==> src/rtl/dmem_arbiter_pkg.sv <==
// Shared types for the data-memory arbiter.
// Holds the read-response state encoding and the port-select constants.
package dmem_arbiter_pkg;

  typedef enum logic [1:0] {
    IDLE = 2'd0,
    RD_A = 2'd1,
    RD_B = 2'd2
  } resp_state_e;

  localparam logic PORT_A = 1'b0;
  localparam logic PORT_B = 1'b1;

endpackage

==> src/rtl/dmem_arbiter_starve_counter.sv <==
// Saturating starvation counter for the low-priority port.
// Counts cycles port B lost to port A; sat flags the forced-grant condition.
module starve_counter #(
  parameter int MAX = 4
) (
  input  logic clk,
  input  logic rst,
  input  logic clr,
  input  logic inc,
  output logic sat
);

  localparam int CW = (MAX < 1) ? 1 : $clog2(MAX + 1);
  localparam logic [CW-1:0] MAX_C = CW'(MAX);

  logic [CW-1:0] cnt_q, cnt_d;

  always_comb begin
    cnt_d = cnt_q;
    if (clr) begin
      cnt_d = '0;
    end else if (inc && (cnt_q != MAX_C)) begin
      cnt_d = cnt_q + 1'b1;
    end
  end

  always_ff @(posedge clk or posedge rst) begin
    if (rst) begin
      cnt_q <= '0;
    end else begin
      cnt_q <= cnt_d;
    end
  end

  assign sat = (cnt_q == MAX_C);

endmodule

==> src/rtl/dmem_arbiter.sv <==
// Two-port arbiter in front of a synchronous data memory: pipeline port A has
// priority, debug/loader port B gets a forced grant after STARVE_MAX losses.
module dmem_arbiter
  import dmem_arbiter_pkg::*;
#(
  parameter int STARVE_MAX = 4,
  parameter int AW         = 8
) (
  input  logic          clk,
  input  logic          rst,
  input  logic          a_req,
  input  logic          a_we,
  input  logic [AW-1:0] a_addr,
  input  logic [7:0]    a_wdata,
  output logic          a_gnt,
  output logic          a_rvalid,
  output logic [7:0]    a_rdata,
  input  logic          b_req,
  input  logic          b_we,
  input  logic [AW-1:0] b_addr,
  input  logic [7:0]    b_wdata,
  output logic          b_gnt,
  output logic          b_rvalid,
  output logic [7:0]    b_rdata,
  output logic          m_en,
  output logic          m_we,
  output logic [AW-1:0] m_addr,
  output logic [7:0]    m_wdata,
  input  logic [7:0]    m_rdata,
  output logic          stall
);

  resp_state_e state_q, state_d;
  logic        force_b;
  logic        cnt_clr;
  logic        cnt_inc;
  logic        port_sel;

  assign cnt_clr = b_gnt || !b_req;
  assign cnt_inc = b_req && a_gnt;

  starve_counter #(.MAX(STARVE_MAX)) u_starve (
    .clk (clk),
    .rst (rst),
    .clr (cnt_clr),
    .inc (cnt_inc),
    .sat (force_b)
  );

  // A saturated count only preempts A while B is actually asking.
  always_comb begin
    a_gnt    = a_req && !(force_b && b_req);
    b_gnt    = b_req && (!a_req || force_b);
    stall    = a_req && !a_gnt;
    port_sel = b_gnt ? PORT_B : PORT_A;
    m_en     = a_gnt || b_gnt;
    m_we     = 1'b0;
    m_addr   = '0;
    m_wdata  = 8'h00;
    if (m_en) begin
      if (port_sel == PORT_B) begin
        m_we    = b_we;
        m_addr  = b_addr;
        m_wdata = b_wdata;
      end else begin
        m_we    = a_we;
        m_addr  = a_addr;
        m_wdata = a_wdata;
      end
    end
  end

  always_comb begin
    state_d = IDLE;
    if (a_gnt && !a_we) begin
      state_d = RD_A;
    end else if (b_gnt && !b_we) begin
      state_d = RD_B;
    end
  end

  always_ff @(posedge clk or posedge rst) begin
    if (rst) begin
      state_q <= IDLE;
    end else begin
      state_q <= state_d;
    end
  end

  always_comb begin
    a_rvalid = (state_q == RD_A);
    b_rvalid = (state_q == RD_B);
    a_rdata  = a_rvalid ? m_rdata : 8'h00;
    b_rdata  = b_rvalid ? m_rdata : 8'h00;
  end

endmodule

==> config.mk <==
export PLATFORM = sky130hd
export DESIGN_NAME = dmem_arbiter
export DESIGN_NICKNAME = d
export VERILOG_FILES = /design/src/rtl/dmem_arbiter_pkg.sv /design/src/rtl/dmem_arbiter_starve_counter.sv /design/src/rtl/dmem_arbiter.sv
export SDC_FILE = /design/constraint.sdc
export NUM_CORES = 1
export LEC_CHECK = 0
export CAP_MARGIN = 20
export CORE_ASPECT_RATIO = 0.9
export CORE_MARGIN = 1.5
export CORE_UTILIZATION = 25
export CTS_CLUSTER_DIAMETER = 80
export DETAILED_ROUTE_END_ITERATION = 10
export PLACE_DENSITY = 0.86
export REMOVE_ABC_BUFFERS = 1
export SKIP_LAST_GASP = 1
export SLEW_MARGIN = 20
export SYNTH_ARGS = -nofsm -noshare
export SYNTH_HDL_FRONTEND = slang
export SYNTH_SLANG_ARGS = --single-unit
==> constraint.sdc <==
create_clock -name clk -period 2 [get_ports clk]
set_clock_uncertainty 0.2 [all_clocks]
set_input_delay 0.4 -clock clk [delete_from_list [all_inputs] [get_ports clk]]
set_output_delay 0.4 -clock clk [all_outputs]
set_load 0.02 [all_outputs]
==> results of run 1 <==
## synth_stat cells
master	count	area, um2
a21boi_4	1	18.8
inv_1	3	11.3
nor3b_1	3	22.5
and3_1	1	6.26
and4_1	1	8.76
and2_1	16	100
or2_2	1	6.26
clkbuf_1	6	22.5
ha_1	2	25.0
nand2_1	36	135
o22ai_1	17	106
nand2b_1	1	6.26
nor2_1	1	3.75
or3b_1	1	8.76
buf_6	3	33.8
nor2b_1	4	25.0
a21oi_1	1	5.00
dfrtp_1	5	125
## critical path: cells and delay by family (launching register included)
family / cells / cell delay (ns)
buffers and inverters: 3 / 0.36
and+or+nand+nor: 1 / 0.24
adders and majority gates: 1 / 0.16
DFF: 1 / 0.39
AOI/OAI and AO/OA: 1 / 0.07
## layout make-up
cell class / instances / area share, %
Clock buffer: 4 / 1.43
Inverter: 3 / 0.613
Multi-Input combinational cell: 86 / 35.4
Sequential cell: 5 / 6.81
Tap cell: 28 / 1.91
Timing Repair Buffer: 100 / 53.9
## timing repair
item	in CTS	in global routing
gates cloned	2	0
setup buffers	3	0
gates resized for setup	166	18
pin swaps	2	3
setup endpoints to repair	39	27
endpoints found under the hold margin	0	0
## final timing paths
check	slack, ns	from	endpoint
min in group clk	0.37	u_starve.cnt_q[0]	u_starve.cnt_q[0]
max in group asynchronous	1.28	rst	state_q[1]
worst max-delay path	-0.07	u_starve.cnt_q[1]	m_addr[6]
worst max register to register	0.51	u_starve.cnt_q[0]	u_starve.cnt_q[2]
worst min register to register	0.37	u_starve.cnt_q[0]	u_starve.cnt_q[0]
worst min-delay path	0.16	rst	u_starve.cnt_q[0]
## logic make-up (layout without fill, tap and decap cells)
logic type / Yosys count / count (layout) / share of synthesized area [%]
and+or+nand+nor: 65 / 65 / 48.1
DFF: 5 / 5 / 18.7
adders and majority gates: 2 / 2 / 3.73
buffers and inverters: 12 / 107 / 10.1
AOI/OAI and AO/OA: 19 / 19 / 19.4
## layer usage
layer / share of wire [%] / up-vias / track usage [%]
met3: 12 / 12 / 6.97
met1: 34 / 518 / 21.5
met5: 0 / - / 0
met2: 50 / 84 / 38.8
met4: 3.9 / 0 / 5.43
li1: - / 536 / -
## cells in the final DEF, fill, tap and decap left out, drive strengths merged
cell and count:
nor2 1, inv 3, nor3b 3, a21boi 1
buf 37, o22ai 17, and3 1, and4 1
or3b 1, nor2b 4, clkbuf 4, dlygate4sd2 14
nand2b 1, dfrtp 5, clkdlybuf4s15 6, ha 2
and2 16, a21oi 1, nand2 36, or2 1
clkdlybuf4s50 43
## sequential cells by signal, indices dropped and copies added (netlist names)
signal,count
state_q,2
u_starve.cnt_q,3
## where the power goes
group	switching (W)	total, W	internal (W)
logic	0.000163	0.000367	0.000205
clock network	0.0000396	0.000115	0.0000753
registers	0.00000227	0.000107	0.000105
total	0.000205	0.000590	0.000385
## metrics by stage
| step | TNS [ns] | util, % |
|---|---|---|
| after floorplan | 0 | - |
| final | -0.937 | 73.8 |
| after detailed placement | -16.93 | 63.2 |
| after global placement | -16.01 | 63.2 |
| after CTS | -0.777 | 72.1 |
| after global routing | -2.37 | 73.8 |
==> results.txt, run 1 <==
The run finished, with violations left. The checks that failed: setup timing. The count of buffers added on input and output ports is 84. Entering global routing, the biggest net connects 22 pins. The overall global routing resource usage is 20.5%, and the clock sink count is 5. The filler cells instantiated in the layout total 157.

Summed over all layers, the routed wires come to 3310 um. Standby leakage power: 0.841 nW. The design draws 0.000590 W. The logs give 2 for the number of buffers on the longest clock path and 0 for the number of nets with antenna violations after detailed routing. The signal on the critical path passes through inv_2, ha_4, and3_4, buf_6, o22ai_2, buf_6.

Of the synthesized area, sequential elements account for 18.7%. The synthesized netlist occupies a cell area of 671 um2. In this run, the number of DRC markers left after iteration 0 of detailed routing was 20. The tools report the number of library cell types mapped by synthesis as 18. Setup violations remaining at the end of the flow were counted as 19. For the via count of the first global-routing pass, the log shows 1,117. At the placement stage, the worst setup path has a slack of -0.738 ns. The number of pins exceeding their max-slew limit in the final report was 0; the total via count in the routed design was 1,150. After detailed routing, the number of vias per cell comes to 5.09.

The tools report the final count of hold timing violations as 0. Setup repair after global routing could not meet its margin everywhere. The highest cell delay on the worst timing path came out at 0.39 ns.

Compared with the post-synthesis result, the final layout area differs by 174%. TritonCTS built the clock tree. TritonCTS created 3 clock buffers. STA classifies the critical path startpoint as a register. Power spread over the standard cell area amounts to 321 nW/um2.

The weighted congestion reported at the end of routability-driven placement is 0.778. The residual DRC count came out at 0. The first TritonRoute pass finished after 5 iterations.

The logs give 226 for the final cell count without fillers and 3000 um2 for the area of the die. Based on the critical path, the design can be clocked at up to 484 MHz. At the worst endpoint, the arrival time is 1.47 ns.

The die extent in y is 52.1 um, and the flip-flop and latch count after synthesis is 5. In this run, placement finished with an instance count of 217. In this design, the critical path's most frequently occurring cell is buf_6. The floorplan has 17 rows. The slew at the pin closest to its max-slew limit works out to 0.264 ns.

The fraction of final layout cells with drive strength greater than 1 is 32.3%, and the minimum setup slack in the final design is -0.0666 ns. 0 antenna diodes ended up in the layout. The core region is 2490 um2. For the hold buffer count at CTS, the log shows 0.

The path class of the tightest hold or removal check is in -> async. The placed wire-length estimate is 2090 um. For the worst setup path, the data required time is 1.40 ns.

The initial utilization of the core area, before any placement, comes to 26.9%. The number of primary I/O pins was 85; the width of the die was 57.6 um. After the last flow step, the layout net total stands at 247. The area occupied by multi-input gates is 649 um2, and the number of maximum-capacitance violations is 0. The tools report the headroom to the max-slew limit as 82.4%. The worst IR drop on VDD was 390 uV; the register area was 125 um2. Hold timing on the final database bottoms out at a slack of 0.159 ns.

The worst setup path is captured at an output pin. For this run the aggregate overflow at the end of global routing stands at 0. Dividing the final minimum period by the clock period gives 103%. During synthesis, Yosys emitted a total of 0 warnings. The slowest cell on the critical path was dfrtp_1. For the worst flop-to-flop path, the logic depth is 4. Once layout is done, the placed cells without fillers occupy 1840 um2. The routed design could run at a clock period as short as 2.07 ns. The global-route wire length before repair is 4840 um. The tools report the clock root buffer as clkbuf_4. The clock reaches the later pin of the worst-skew pair after 0.23 ns.

The clock-pin slew on the worst setup and hold paths was 0.05 ns. The gate count of the mapped netlist was 103; the H-tree level count was 1. In this run the worst path has a maximum fanout of 5. After detailed placement, the total cell area comes to 1570 um2.

The mean cell area of the mapped netlist came out at 6.51 um2. Initial antenna violation count: 0. Dividing the detail-routed wire length by the instance count gives 14.7 um. The type of the worst setup path is reg -> out.
Note: power is estimated with default switching activity, not from simulation.
==> run 2, diff against run 1 <==
--- a/config.mk
+++ b/config.mk
@@ -8,10 +8,10 @@
 export CAP_MARGIN = 20
 export CORE_ASPECT_RATIO = 0.9
 export CORE_MARGIN = 1.5
-export CORE_UTILIZATION = 25
+export CORE_UTILIZATION = 27
 export CTS_CLUSTER_DIAMETER = 80
 export DETAILED_ROUTE_END_ITERATION = 10
-export PLACE_DENSITY = 0.86
+export PLACE_DENSITY = 0.91
 export REMOVE_ABC_BUFFERS = 1
 export SKIP_LAST_GASP = 1
 export SLEW_MARGIN = 20
==> constraint.sdc (replaced) <==
create_clock -name clk -period 2.6 [get_ports clk]
set_clock_uncertainty 0.2 [all_clocks]
set_input_delay 0.52 -clock clk [delete_from_list [all_inputs] [get_ports clk]]
set_output_delay 0.52 -clock clk [all_outputs]
set_load 0.02 [all_outputs]
==> run 2 against run 1 <==
The run now ends clean. Flip-flop and latch count unchanged. Routed wire length fell by 22%. Clock power down 22%. Design area shrank 15%. Critical path depth shrank 1. Register-to-register slack better by 0.55 ns. Worst hold slack improved by 0.13 ns. Setup slack improved by 0.13 ns. Sequential power decreased by 23%. Combinational power shrank 39%. Core utilization decreased by 4.6 points. Non-clock buffer count decreased by 6. Critical path type is now in -> out. Largest cell class unchanged. Highest routed layer unchanged.
==> results.txt, run 2 (synthesized netlist as in run 1, its figures left out) <==
The number of optimization iterations in the first detailed-route pass is 4 (-1), and the number of flip-flops in the largest register is 3 (unchanged). The cell count after placement is 212 (-2.3%), and the number of maximum-capacitance violations is 0 (unchanged). The global-route wire length before repair was 4300 um (-11%); the die extent in y was 50.3 um (-3.6%).

The register with the most flip-flops in the final layout is u_starve.cnt_q. The run gives 1540 um2 (-2.0%) as the placement-stage cell area. The number of endpoints failing setup at the final stage is 0 (-19). The final-layout fill cell count was 181 (+15%).

The logs give 2130 um (+1.8%) for the placed wire-length estimate and 5 (unchanged) for the clock sink count. The signal arrival time at the worst endpoint came out at 1.81 ns (+0.34 ns). The library cells used most frequently in the layout, excluding fill and tap cells, are clkdlybuf4s50_1 (62), nand2_1 (36), o22ai_1 (17), dlygate4sd2_1 (17), and2_1 (16). The detailed-route wire length was 2580 um (-22%); the total buffers and inverters traversed by the critical path was 3 (unchanged). The starting utilization of the core area was 29.6% (+2.7 points).

Layout-stage area growth over the synthesis result: 133%. The tools report the via count of the first global-routing pass as 1,064 (-4.7%). The run gives 16 (-1) as the row count. The run gives 1.88 ns (+0.48 ns) as the required time of the critical path. The detail-routed net length per standard cell was 11.8 um (-20%). The library cell used most frequently in the layout, excluding fill and tap cells, is clkdlybuf4s50_1. The final total power came out at 0.000397 W (-33%).

The fraction of final layout cells with drive strength greater than 1 was 9.90% (-22 points). The tools report the register area as 125 um2 (unchanged). The number of primary I/O pins came out at 85 (unchanged). The total clock buffers created by CTS was 3 (unchanged). The number of antenna cells inserted was 0 (unchanged). The final net count is 241 (-2.4%). The worst setup path is captured at an output pin.

For the number of nets with antenna violations after detailed routing, the log shows 0 (unchanged). The period utilization came out at 97.5%. The H-tree level count was 1 (unchanged). The final instance area is 1570 um2 (-15%), and the pin count of the biggest net entering global routing is 23 (+4.5%). Power density over cell area: 254 nW/um2 (-21%). The insertion delay to the later sink of the worst-skew pair was 0.24 ns (about the same). STA classifies the critical path startpoint as an input pin. The final cell count without fillers is 219 (-3.1%). The tools report the core utilization of the finished layout as 69.2% (-4.6 points). The highest clock frequency the design can meet came out at 395 MHz. Worst IR drop on VDD: 156 uV (-60%).

The tools report the area occupied by multi-input gates as 480 um2 (-26%). The weighted congestion reported at the end of routability-driven placement came out at 0.771 (-0.82%). The tools report the overall global routing resource usage as 18.7% (-1.8 points). The slowest cell on the critical path is clkdlybuf4s50_1.

The run gives 0 (unchanged) as the initial antenna violation count. The highest cell delay on the worst timing path is 0.48 ns (+0.09 ns), and the total via count in the routed design is 1,073 (-6.7%). The placeable core region came out at 2260 um2 (-9.1%). The total congestion overflow after global routing came out at 0 (unchanged).

The detailed-route vias per instance was 4.90 (-3.7%); the number of DRC violations after detailed-routing iteration 0 was 19 (-5.0%). The residual DRC count was 0 (unchanged); the number of port buffers was 84 (unchanged). Maximum fanout along the worst path: 22 (+17). For the headroom to the max-slew limit, the log shows 70.1% (-12 points). On the critical path the largest part of the delay comes from buffers and inverters. The final count of hold timing violations was 0 (unchanged); the clock-pin slew on the worst setup and hold paths was 0.04 ns (about the same). For the number of pins exceeding their max-slew limit in the final report, the log shows 0 (unchanged). The area of the die came out at 2790 um2 (-7.0%). The standby leakage power was 0.717 nW (-15%). The width of the die came out at 55.5 um (-3.6%).

The worst hold path class is in -> async. The slew at the pin closest to its max-slew limit came out at 0.447 ns (+0.183 ns). The clock period minus worst slack is 2.53 ns. The critical path goes through clkdlybuf4s50_1, buf_4, nand2_1, o22ai_1, clkdlybuf4s15_2.

Setup repair after global routing could not meet its margin everywhere. In the final layout, the registers with the most flip-flops are u_starve.cnt_q: 3 flops, state_q: 2 flops. Number of buffers on the longest clock path: 2 (unchanged).

TritonCTS built the clock tree. The setup path with the least slack is of type in -> out. The flow ran to the end, and the final reports show no timing, DRC or antenna violations. Clock root buffer: clkbuf_4.
## run 2: through the flow
stage / setup slack (ns) / hold WS [ns] / setup TNS (ns)
2_1_floorplan: 0.480 / 0.0985 / 0
3_3_place_gp: -0.272 / 0.250 / -5.15
3_5_place_dp: -0.341 / 0.268 / -5.91
4_1_cts: -0.0339 / 0.280 / -0.0339
5_1_grt: -0.0146 / 0.298 / -0.0146
6_report: 0.0658 / 0.287 / 0
## run 2: worst paths after layout
check | startpoint | end | slack [ns] | cells after the start
min in group clk | u_starve.cnt_q[0] | u_starve.cnt_q[0] | 0.29 | 1
max in group asynchronous | rst | u_starve.cnt_q[1] | 1.75 | 2
hold reg to reg | u_starve.cnt_q[0] | u_starve.cnt_q[0] | 0.29 | 1
setup reg to reg | u_starve.cnt_q[0] | state_q[0] | 1.06 | 5
setup / recovery | a_req | m_addr[4] | 0.07 | 5
hold / removal | rst | state_q[0] | 0.29 | 2
## run 2: final cells by class
type	instances	area share, %
timing repair buffer	94	56.8
multi-input combinational	86	30.7
sequential	5	7.99
tap	27	2.16
clock buffer	4	1.68
inverter	3	0.719
## run 2: what timing repair did
action | CTS | global route
resized for setup | 23 | 7
hold buffers | 0 | 0
gates cloned | 0 | 0
setup buffers | 3 | 0
setup endpoints to repair | 21 | 25
## run 2: where the power goes
part            total, W  internal (W)  switching [W]
logic           0.000225      0.000125      0.0000997
registers      0.0000829     0.0000809     0.00000199
clock network  0.0000894     0.0000580      0.0000314
## run 2: metal layers
metal | share of wire (%) | global-route usage, % | wire length (um)
met5 | 0 | 0 | 0
met4 | 2.0 | 8.94 | 51
met3 | 12 | 6.96 | 312
met1 | 35 | 17.7 | 907
met2 | 51 | 35.5 | 1310
